--- src/rtl/wave_gen_multi.sv ---
// wave_gen_multi: prescaled multi-mode DAC waveform source with boundary-synchronised reconfiguration
module wave_gen_multi #(
  parameter int          DATA_W  = 8,
  parameter int          DIV_W   = 16,
  parameter int unsigned DEF_DIV = 1023
) (
  input  logic              sys_clk,
  input  logic              sys_rst,
  input  logic              en,
  input  logic              cfg_load,
  input  logic [1:0]        cfg_mode,
  input  logic [DIV_W-1:0]  cfg_div,
  output logic [DATA_W-1:0] wave_out,
  output logic              dac_strobe,
  output logic              period_start
);
  logic [DIV_W-1:0]  cnt_q, cnt_d, div_q, div_d, pend_div_q, pend_div_d;
  logic [DATA_W:0]   phase_q, phase_d, phase_inc;
  logic [1:0]        mode_q, mode_d, pend_mode_q, pend_mode_d;
  logic              pend_valid_q, pend_valid_d, strobe_q, strobe_d, pstart_q, pstart_d;
  logic [DATA_W-1:0] wave_q, wave_d;
  logic              step, at_end, bnd, apply;

  function automatic logic [DATA_W-1:0] samp(input logic [1:0] m, input logic [DATA_W:0] p);
    return m == 2'b00 ? p[DATA_W-1:0] :
           m == 2'b11 ? ~p[DATA_W-1:0] :
           m == 2'b01 ? (p[DATA_W] ? ~p[DATA_W-1:0] : p[DATA_W-1:0]) :
                        {DATA_W{p[DATA_W]}};
  endfunction

  always_comb begin
    step         = en && (cnt_q == div_q);
    // triangle and square run over the full phase range, saws over the low half
    at_end       = (mode_q[0] ^ mode_q[1]) ? &phase_q : &phase_q[DATA_W-1:0];
    bnd          = step && at_end;
    apply        = pend_valid_q && (bnd || !en);
    phase_inc    = phase_q + 1'b1;
    cnt_d        = step ? '0 : en ? cnt_q + 1'b1 : cnt_q;
    phase_d      = step ? phase_inc : phase_q;
    wave_d       = step ? samp(mode_q, phase_inc) : wave_q;
    mode_d       = mode_q;
    div_d        = div_q;
    strobe_d     = step;
    pstart_d     = bnd;
    pend_valid_d = cfg_load || (pend_valid_q && !apply);
    pend_mode_d  = cfg_load ? cfg_mode : pend_mode_q;
    pend_div_d   = cfg_load ? cfg_div : pend_div_q;
    if (apply) begin
      mode_d  = pend_mode_q;
      div_d   = pend_div_q;
      phase_d = '0;
      cnt_d   = '0;
      wave_d  = samp(pend_mode_q, '0);
    end
  end

  always_ff @(posedge sys_clk or posedge sys_rst) begin
    if (sys_rst) begin
      cnt_q        <= '0;
      phase_q      <= '0;
      mode_q       <= 2'b01;
      div_q        <= DIV_W'(DEF_DIV);
      pend_mode_q  <= '0;
      pend_div_q   <= '0;
      pend_valid_q <= 1'b0;
      wave_q       <= '0;
      strobe_q     <= 1'b0;
      pstart_q     <= 1'b0;
    end else begin
      cnt_q        <= cnt_d;
      phase_q      <= phase_d;
      mode_q       <= mode_d;
      div_q        <= div_d;
      pend_mode_q  <= pend_mode_d;
      pend_div_q   <= pend_div_d;
      pend_valid_q <= pend_valid_d;
      wave_q       <= wave_d;
      strobe_q     <= strobe_d;
      pstart_q     <= pstart_d;
    end
  end

  assign wave_out     = wave_q;
  assign dac_strobe   = strobe_q;
  assign period_start = pstart_q;
endmodule
--- config.mk ---
export PLATFORM = sky130hd
export DESIGN_NAME = wave_gen_multi
export DESIGN_NICKNAME = d
export VERILOG_FILES = /design/src/rtl/wave_gen_multi.sv
export SDC_FILE = /design/constraint.sdc
export NUM_CORES = 1
export LEC_CHECK = 0
export CORE_MARGIN = 5
export CORE_UTILIZATION = 62
export CTS_CLUSTER_SIZE = 14
export DETAILED_ROUTE_END_ITERATION = 7
export GPL_TIMING_DRIVEN = 1
export PLACE_DENSITY_LB_ADDON = 0.08
export SYNTH_ARGS = -nofsm -noshare
export SYNTH_HDL_FRONTEND = slang
export SYNTH_SLANG_ARGS = --single-unit
--- constraint.sdc ---
create_clock -name sys_clk -period 6.9 [get_ports sys_clk]
set_clock_uncertainty 0.15 [all_clocks]
set_input_delay 1.38 -clock sys_clk [delete_from_list [all_inputs] [get_ports sys_clk]]
set_output_delay 1.38 -clock sys_clk [all_outputs]
set_load 0.02 [all_outputs]
==> reports/results.md <==
| Stage | Quantity | Reported |
|:---|:---|:---|
| setup path | Reg-to-reg setup timing slack | 4.07 ns |
| synthesis | Count of unique library cells instantiated by Yosys | 53 |
| floorplanning | Std-Cell Rows | 28 |
| setup path | Slowest-stage cell, CP | sky130_fd_sc_hd__clkdlybuf4s50_1 |
| global route | Number of global-route vias before repair | 2708 |
| synthesis | Synth Area in Compound Gates | 0.117 |
| clock network | Num CTS Buffers | 9 |
| placement | Placed wire-length estimate | 5500 um |
| sta | Final sum of negative setup slack | 0 ns |
| drt | 1st-pass router iterations | 4 |
| setup path | CP peak stage delay | 0.86 ns |
| drt | Drt drc | 0 |
| synthesis | Sequential area share after synthesis | 0.479 |
| clock network | Clock latency on the worst-skew pair | 0.34 ns |
| setup path | Most used cell along the critical path | sky130_fd_sc_hd__nand2_1 |
| power and ir drop | Power density relative to cell area | 247 mW/mm2 |
| clock network | Clock Sink Count | 72 |
| sta | Final Critical Period | 3.97 ns |
| sta | Upper clock frequency limit | 0.252 GHz |
| synthesis | Post-synthesis cell count | 355 |
| setup path | Critical register-to-register path startpoint | phase_q[0]$_DFFE_PP0P_ |
| placement | Worst setup timing slack at the placement stage | 2.62 ns |
| synthesis | Syn_nets | 382 |
| synthesis | Syn_area_per_cell | 10.7 um2 |
| sta | Final setup violation count | 0 |
| outcome | Status | finished, final reports clean |
| setup path | Critical path origin | en |
| setup path | Critical path data required time | 6.99 ns |
| min path | Hold WC Path Type | register to register |
| floorplanning | Std-Cell Core Area | 0.00592 mm2 |
| clock network | Clock tree from TritonCTS | yes |
| setup path | Category of the worst setup path launch point | input port |
| synthesis | Largest family of logic cells by synthesized area | simple AND/OR/NAND/NOR gates |
| setup path | Data arrival time of the critical path | 4.06 ns |
| synthesis | Post-synth EDFFs | 0 |
| synthesis | XOR/XNOR share of the synthesized area | 0.0624 |
| sta | Slew at the pin closest to its max-slew limit | 0.931 ns |
| sta | Setup repair after global routing missed its margin | false |
| global route | Overall overflow remaining after global route | 0 |
| setup path | Setup Crit Path Kind | input port to register |
| sta | Smallest setup slack after layout | 2.93 ns |
| cells and area | Leading cell types in the layout, fill and taps excluded | 61 x sky130_fd_sc_hd__dfrtp_1, 39 x sky130_fd_sc_hd__nand2_1, 31 x sky130_fd_sc_hd__clkdlybuf4s50_1 |
| placement | Number of I/O port buffers | 31 |
| clock network | Clock transition at the register clock pins on the worst setup and hold paths after CTS | 0.08 ns |
| synthesis | Multiplexer area fraction after synthesis | 0.131 |
| floorplanning | Boundary pin count | 32 |
| synthesis | Number of warning messages in the yosys log | 0 |
| floorplanning | Vert. Die Dim | 88.2 um |
| floorplanning | Floorplan die area | 0.00777 mm2 |
| sta | Share of the cycle needed by the critical path after routing | 0.575 |
| clock network | Master cell of the clock root buffer | sky130_fd_sc_hd__clkbuf_8 |
| synthesis | Area share of and/or/nand/nor cells after synthesis | 0.160 |
| job | Count of max-cap constraint violations | 0 |
| clock network | Total setup buffers inserted after CTS | 0 |
| clock network | Clk buf depth | 2 |
| sta | Number of hold violations in the final report | 0 |
| power and ir drop | Leak pwr | 1.86 nW |
| setup path | R2R cell count | 6 |
| cells and area | Final layout net count | 407 |
| setup path | Crit path max fanout | 25 |
| drt | Number of DRC markers in iteration 0 | 168 |
| sta | Rel. slew slack | 0.377 |
| cells and area | Area added between synthesis and finish | 14.2% |
| power and ir drop | Total power consumption of the routed design | 1.07 mW |
| clock network | H-tree level count | 3 |
| global route | Wire length of the first global-routing pass | 13500 um |
| setup path | Reg2Reg Capture Point | div_q[11]$_DFFE_PP0P_ |
| setup path | Category of the worst setup path capture point | register |
| clock network | Number of hold-repair buffers added at the cts stage | 0 |
| cells and area | Fill cells | 427 |
| synthesis | Post-Syn Area | 0.00379 mm2 |
| synthesis | Share of synthesized cell area in full adder, half adder and majority cells | 0.0165 |
| placement | Global placer's final weighted congestion | 0.865 |
| drt | Total routed wirelength | 7800 um |
| floorplanning | Die outline width | 88.2 um |
| drt | Residual antenna-violating net count after detailed routing | 0 |
| cells and area | Most common library cell in the layout ignoring fill and taps | sky130_fd_sc_hd__dfrtp_1 |
| floorplanning | Effective utilization at floorplan | 0.640 |
| power and ir drop | Maximum VDD drop | 0.160 mV |
| clock network | Post-cts sizing count | 0 |
| synthesis | Synthesized flop and latch total | 72 |
| global route | Total routing usage reported by global routing | 0.225 |
| synthesis | Commonest register cell after synthesis | sky130_fd_sc_hd__dfrtp_1 |
| setup path | CP endpoint | cnt_q[14]$_DFFE_PP0P_ |
| drt | Count of vias placed by the detailed router | 2818 |
| cells and area | Share of the core filled with cells in the final layout | 0.731 |
| global route | Pin count of the biggest net entering global routing | 73 |
| cells and area | Antenna diodes | 0 |
| sta | Pins Over Slew Limit | 0 |
| synthesis | Synth async-reset ratio | 1.00 |
| drt | Via-to-Cell Ratio | 6.13 |
| global route | Antenna violations before repair | 0 |
| cells and area | Share of final-layout standard cells stronger than drive strength 1 | 0.200 |
| setup path | Critical path, cell by cell | clkdlybuf4s50_1 -> nand2_1 -> nor2_1 -> nand2_1 -> and4_1 -> a211o_1 |
| drt | Average detailed-routed wire length per instance | 17.0 um |
==> cell usage after synthesis, types with 2 or more instances <==
master	count	area, um2
sky130_fd_sc_hd__and4_1	3	26.3
sky130_fd_sc_hd__nand4b_1	2	17.5
sky130_fd_sc_hd__mux2_4	10	150
sky130_fd_sc_hd__or3_1	5	31.3
sky130_fd_sc_hd__inv_1	6	22.5
sky130_fd_sc_hd__mux2_2	29	327
sky130_fd_sc_hd__xnor2_1	11	96.3
sky130_fd_sc_hd__and3_1	9	56.3
sky130_fd_sc_hd__nand4_1	4	25.0
sky130_fd_sc_hd__nand3_1	16	80.1
sky130_fd_sc_hd__o31ai_1	2	15.0
sky130_fd_sc_hd__dfstp_2	11	289
sky130_fd_sc_hd__a21oi_1	9	45.0
sky130_fd_sc_hd__nor2b_1	2	12.5
sky130_fd_sc_hd__nand3b_1	2	15.0
sky130_fd_sc_hd__nand2_1	39	146
sky130_fd_sc_hd__dfrtp_1	61	1530
sky130_fd_sc_hd__buf_2	3	15.0
sky130_fd_sc_hd__buf_1	2	7.51
sky130_fd_sc_hd__mux2i_1	2	20.0
sky130_fd_sc_hd__a211oi_1	4	30.0
sky130_fd_sc_hd__nor2_1	12	45.0
sky130_fd_sc_hd__nor3b_1	2	15.0
sky130_fd_sc_hd__o22ai_1	6	37.5
sky130_fd_sc_hd__a221oi_1	2	17.5
sky130_fd_sc_hd__a21o_1	2	15.0
sky130_fd_sc_hd__xor2_1	16	140
sky130_fd_sc_hd__nor4_1	5	31.3
sky130_fd_sc_hd__nor3_1	9	45.0
sky130_fd_sc_hd__a31oi_1	8	50.1
sky130_fd_sc_hd__ha_1	5	62.6
sky130_fd_sc_hd__a31o_2	4	35.0
sky130_fd_sc_hd__buf_6	2	22.5
sky130_fd_sc_hd__clkbuf_1	9	33.8
sky130_fd_sc_hd__o21ai_0	23	115
==> cell type report <==
cell class / count / area (um2) / share of cell area
flip-flops and latches: 72 / 1820 / 0.420
clock buffers: 10 / 138 / 0.0318
clock inverters: 6 / 92.6 / 0.0214
inverters: 6 / 22.5 / 0.00521
multi-input cells: 259 / 1850 / 0.427
well taps: 75 / 93.8 / 0.0217
repair buffers: 32 / 318 / 0.0735
==> routing by layer <==
metal,global-route usage,vias up,wire length [um]
met1,0.335,1396,3860
met3,0.0348,8,362
met5,0,-,0
li1,-,1341,-
met4,0.0783,0,93
met2,0.335,73,3490
==> through the flow <==
step / std cells / hold WS, ns / instance area, um2
floorplan: 355 / 0.327 / 3790
global placement: 444 / 0.337 / 4100
detailed placement: 444 / 0.343 / 4100
CTS: 460 / 0.361 / 4330
global route: 460 / 0.370 / 4330
finish: 460 / 0.357 / 4330
==> flip-flops by register name (all words and copies together) (netlist names) <==
| signal | cells |
|---|---|
| cnt_q | 16 |
| dac_strobe | 1 |
| div_q | 16 |
| mode_q | 2 |
| pend_div_q | 16 |
| pend_mode_q | 2 |
| pend_valid_q | 1 |
| period_start | 1 |
| phase_q | 9 |
| wave_out | 8 |
==> cells by family (layout without fill, tap and decap cells) <==
logic type	after synthesis	in the layout
multiplexers	41	41
AND/OR/NAND/NOR	117	117
XOR/XNOR	27	27
adder cells (fa/ha/maj)	5	5
AO/OA/AOI/OAI	69	69
buffers and inverters	24	54
flip-flops	72	72
==> worst min-delay path by stage <==
stage / startpoint / endpoint / slack (ns) / depth (start not counted)
CTS: pend_div_q[0]$_DFFE_PP0P_ / div_q[0]$_DFFE_PP1P_ / 0.36 / 1
global placement: pend_div_q[1]$_DFFE_PP0P_ / div_q[1]$_DFFE_PP1P_ / 0.34 / 1
detailed placement: pend_div_q[0]$_DFFE_PP0P_ / div_q[0]$_DFFE_PP1P_ / 0.34 / 1
finish: pend_div_q[0]$_DFFE_PP0P_ / div_q[0]$_DFFE_PP1P_ / 0.36 / 1
global route: pend_div_q[0]$_DFFE_PP0P_ / div_q[0]$_DFFE_PP1P_ / 0.37 / 1
floorplan: pend_div_q[10]$_DFFE_PP0P_ / div_q[10]$_DFFE_PP0P_ / 0.33 / 1
==> report_power, final <==
group,internal [mW],leakage [nW],switching (mW)
sequential,0.473,0.897,0.0331
clock,0.215,0.109,0.167
combinational,0.0952,0.852,0.0869
==> worst max-delay path, delay by kind of cell <==
kind / cells / cell delay, ns
AO/OA/AOI/OAI: 1 / 0.26
AND/OR/NAND/NOR: 4 / 1.55
buffers and inverters: 1 / 0.86
No activity file was read; power rests on OpenSTA's default activity.
==> RTL edit (same flow settings) <==
`DATA_W`: 8 -> 10.
--- a/src/rtl/wave_gen_multi.sv
+++ b/src/rtl/wave_gen_multi.sv
@@ -2,3 +2,3 @@
 module wave_gen_multi #(
-  parameter int          DATA_W  = 8,
+  parameter int          DATA_W  = 10,
   parameter int          DIV_W   = 16,
Interface: changed (resized wave_out); port bits go from 32 to 34. No check against the original RTL was run, so the function may have changed too.
==> RTL edit against the unedited design <==
  * Design area hardly changed
  * Power is 4.6% lower
  * Synthesized area is 1.3% lower
  * Global-route usage is 0.82 points lower
  * Wire length is 4.9% lower
  * Worst setup slack worse by 0.032 ns
  * Combinational power is 14% lower
  * Cell count is 6.1% higher
  * Sequential cell count is 4 higher
  * Count of clock-buffer cells in the layout stayed put
  * First-iteration DRC count is 3.0% lower
  * Highest routed layer unchanged
==> RTL edit: results (changes against the unedited design) <==
multi_input_gates: 277  # was 259
drt-total-wl_mm: 7.423  # was 7.804 mm
p_leak_nw: 1.884  # was 1.857 nW
gp_congestion: 0.8549  # was 0.8649
synth_seq_area_share: 0.5124  # was 0.4792
placed_cell_area_mm2: 0.004124  # was 0.004096 mm2
syn_area_per_cell_um2: 9.970  # was 10.67 um2
final_net_count: 435  # was 407
dpl.hpwl_mm: 5.145  # was 5.501 mm
sh_seq_area: 0.4429  # was 0.4196
ir_drop_mv: 0.2001  # was 0.1597 mV
status: "complete, no violations"  # unchanged
synthTopCellsByCount: "nand2_1, dfrtp_1, nor2_1"  # was dfrtp_1, nand2_1, mux2_2
synth_seq_cells: 76  # was 72
clock_area_frac: 0.04657  # was 0.05321
use_met2: 0.3452  # was 0.3351
intPower_w: 0.0007392  # was 0.0007827 W
grt_pass1_wl_mm: 12.79  # was 13.46 mm
grt_use_met3: 0.05550  # was 0.03481
hp-start: "pend_div_q[5]$_DFFE_PP0P_"  # was pend_div_q[0]$_DFFE_PP0P_
synthTopCellsByArea: "dfrtp_1, dfstp_2, xnor2_1, nand2_1, mux2_2"  # was dfrtp_1, mux2_2, dfstp_2, mux2_4, nand2_1
buf_share: 0.08157  # was 0.07345
n_all_buffers: 36  # was 32
whs_ns: 0.3199  # was 0.3571 ns
timing.rr.end: "wave_out[1]$_DFFE_PP0P_"  # was div_q[11]$_DFFE_PP0P_
reg2reg_setup_slack_ns: 3.70  # was 4.07 ns
nNonClkInverters: 8  # was 6
[RTL edit: worst max-delay path by stage]
stage | start | endpoint | slack, ns
2_1_floorplan | sys_rst | cnt_q[0]$_DFFE_PP0P_ | 3.45
3_3_place_gp | en | wave_out[0]$_DFFE_PP0P_ | 2.73
3_5_place_dp | en | wave_out[1]$_DFFE_PP0P_ | 2.57
4_1_cts | en | wave_out[1]$_DFFE_PP0P_ | 2.96
5_1_grt | en | wave_out[0]$_DFFE_PP0P_ | 2.66
6_report | en | wave_out[1]$_DFFE_PP0P_ | 2.90
[RTL edit: metrics by stage]
stage / cells / utilization / total power [W] / setup slack (ns)
3_3_place_gp: 472 / 0.7007 / 0.0006788 / 2.726
6_report: 488 / 0.7349 / 0.001021 / 2.898
3_5_place_dp: 472 / 0.7007 / 0.0006847 / 2.568
4_1_cts: 488 / 0.7349 / 0.001031 / 2.955
5_1_grt: 488 / 0.7349 / 0.001072 / 2.660
2_1_floorplan: 375 / - / 0.0006286 / 3.450
[RTL edit: cells by family (layout without fill, tap and decap cells)]
logic type | Yosys count | in the layout | share of synthesized area
AND/OR/NAND/NOR | 160 | 160 | 0.1991
flip-flops | 76 | 76 | 0.5124
XOR/XNOR | 50 | 50 | 0.1171
AO/OA/AOI/OAI | 43 | 43 | 0.07330
buffers and inverters | 22 | 60 | 0.02443
multiplexers | 19 | 19 | 0.05689
adder cells (fa/ha/maj) | 5 | 5 | 0.01673
[RTL edit: worst max-delay path: stages]
cell             delay, ns
clkdlybuf4s50_1       0.67
nand4_1               0.18
nor3_1                0.62
a21o_1                0.92
nor2_1                0.12
o22a_1                0.20
[RTL edit: metal layers]
layer,vias up,share of wire
li1,1335,-
met2,67,0.48
met1,1306,0.46
met5,-,0
met3,8,0.050
met4,0,0.012
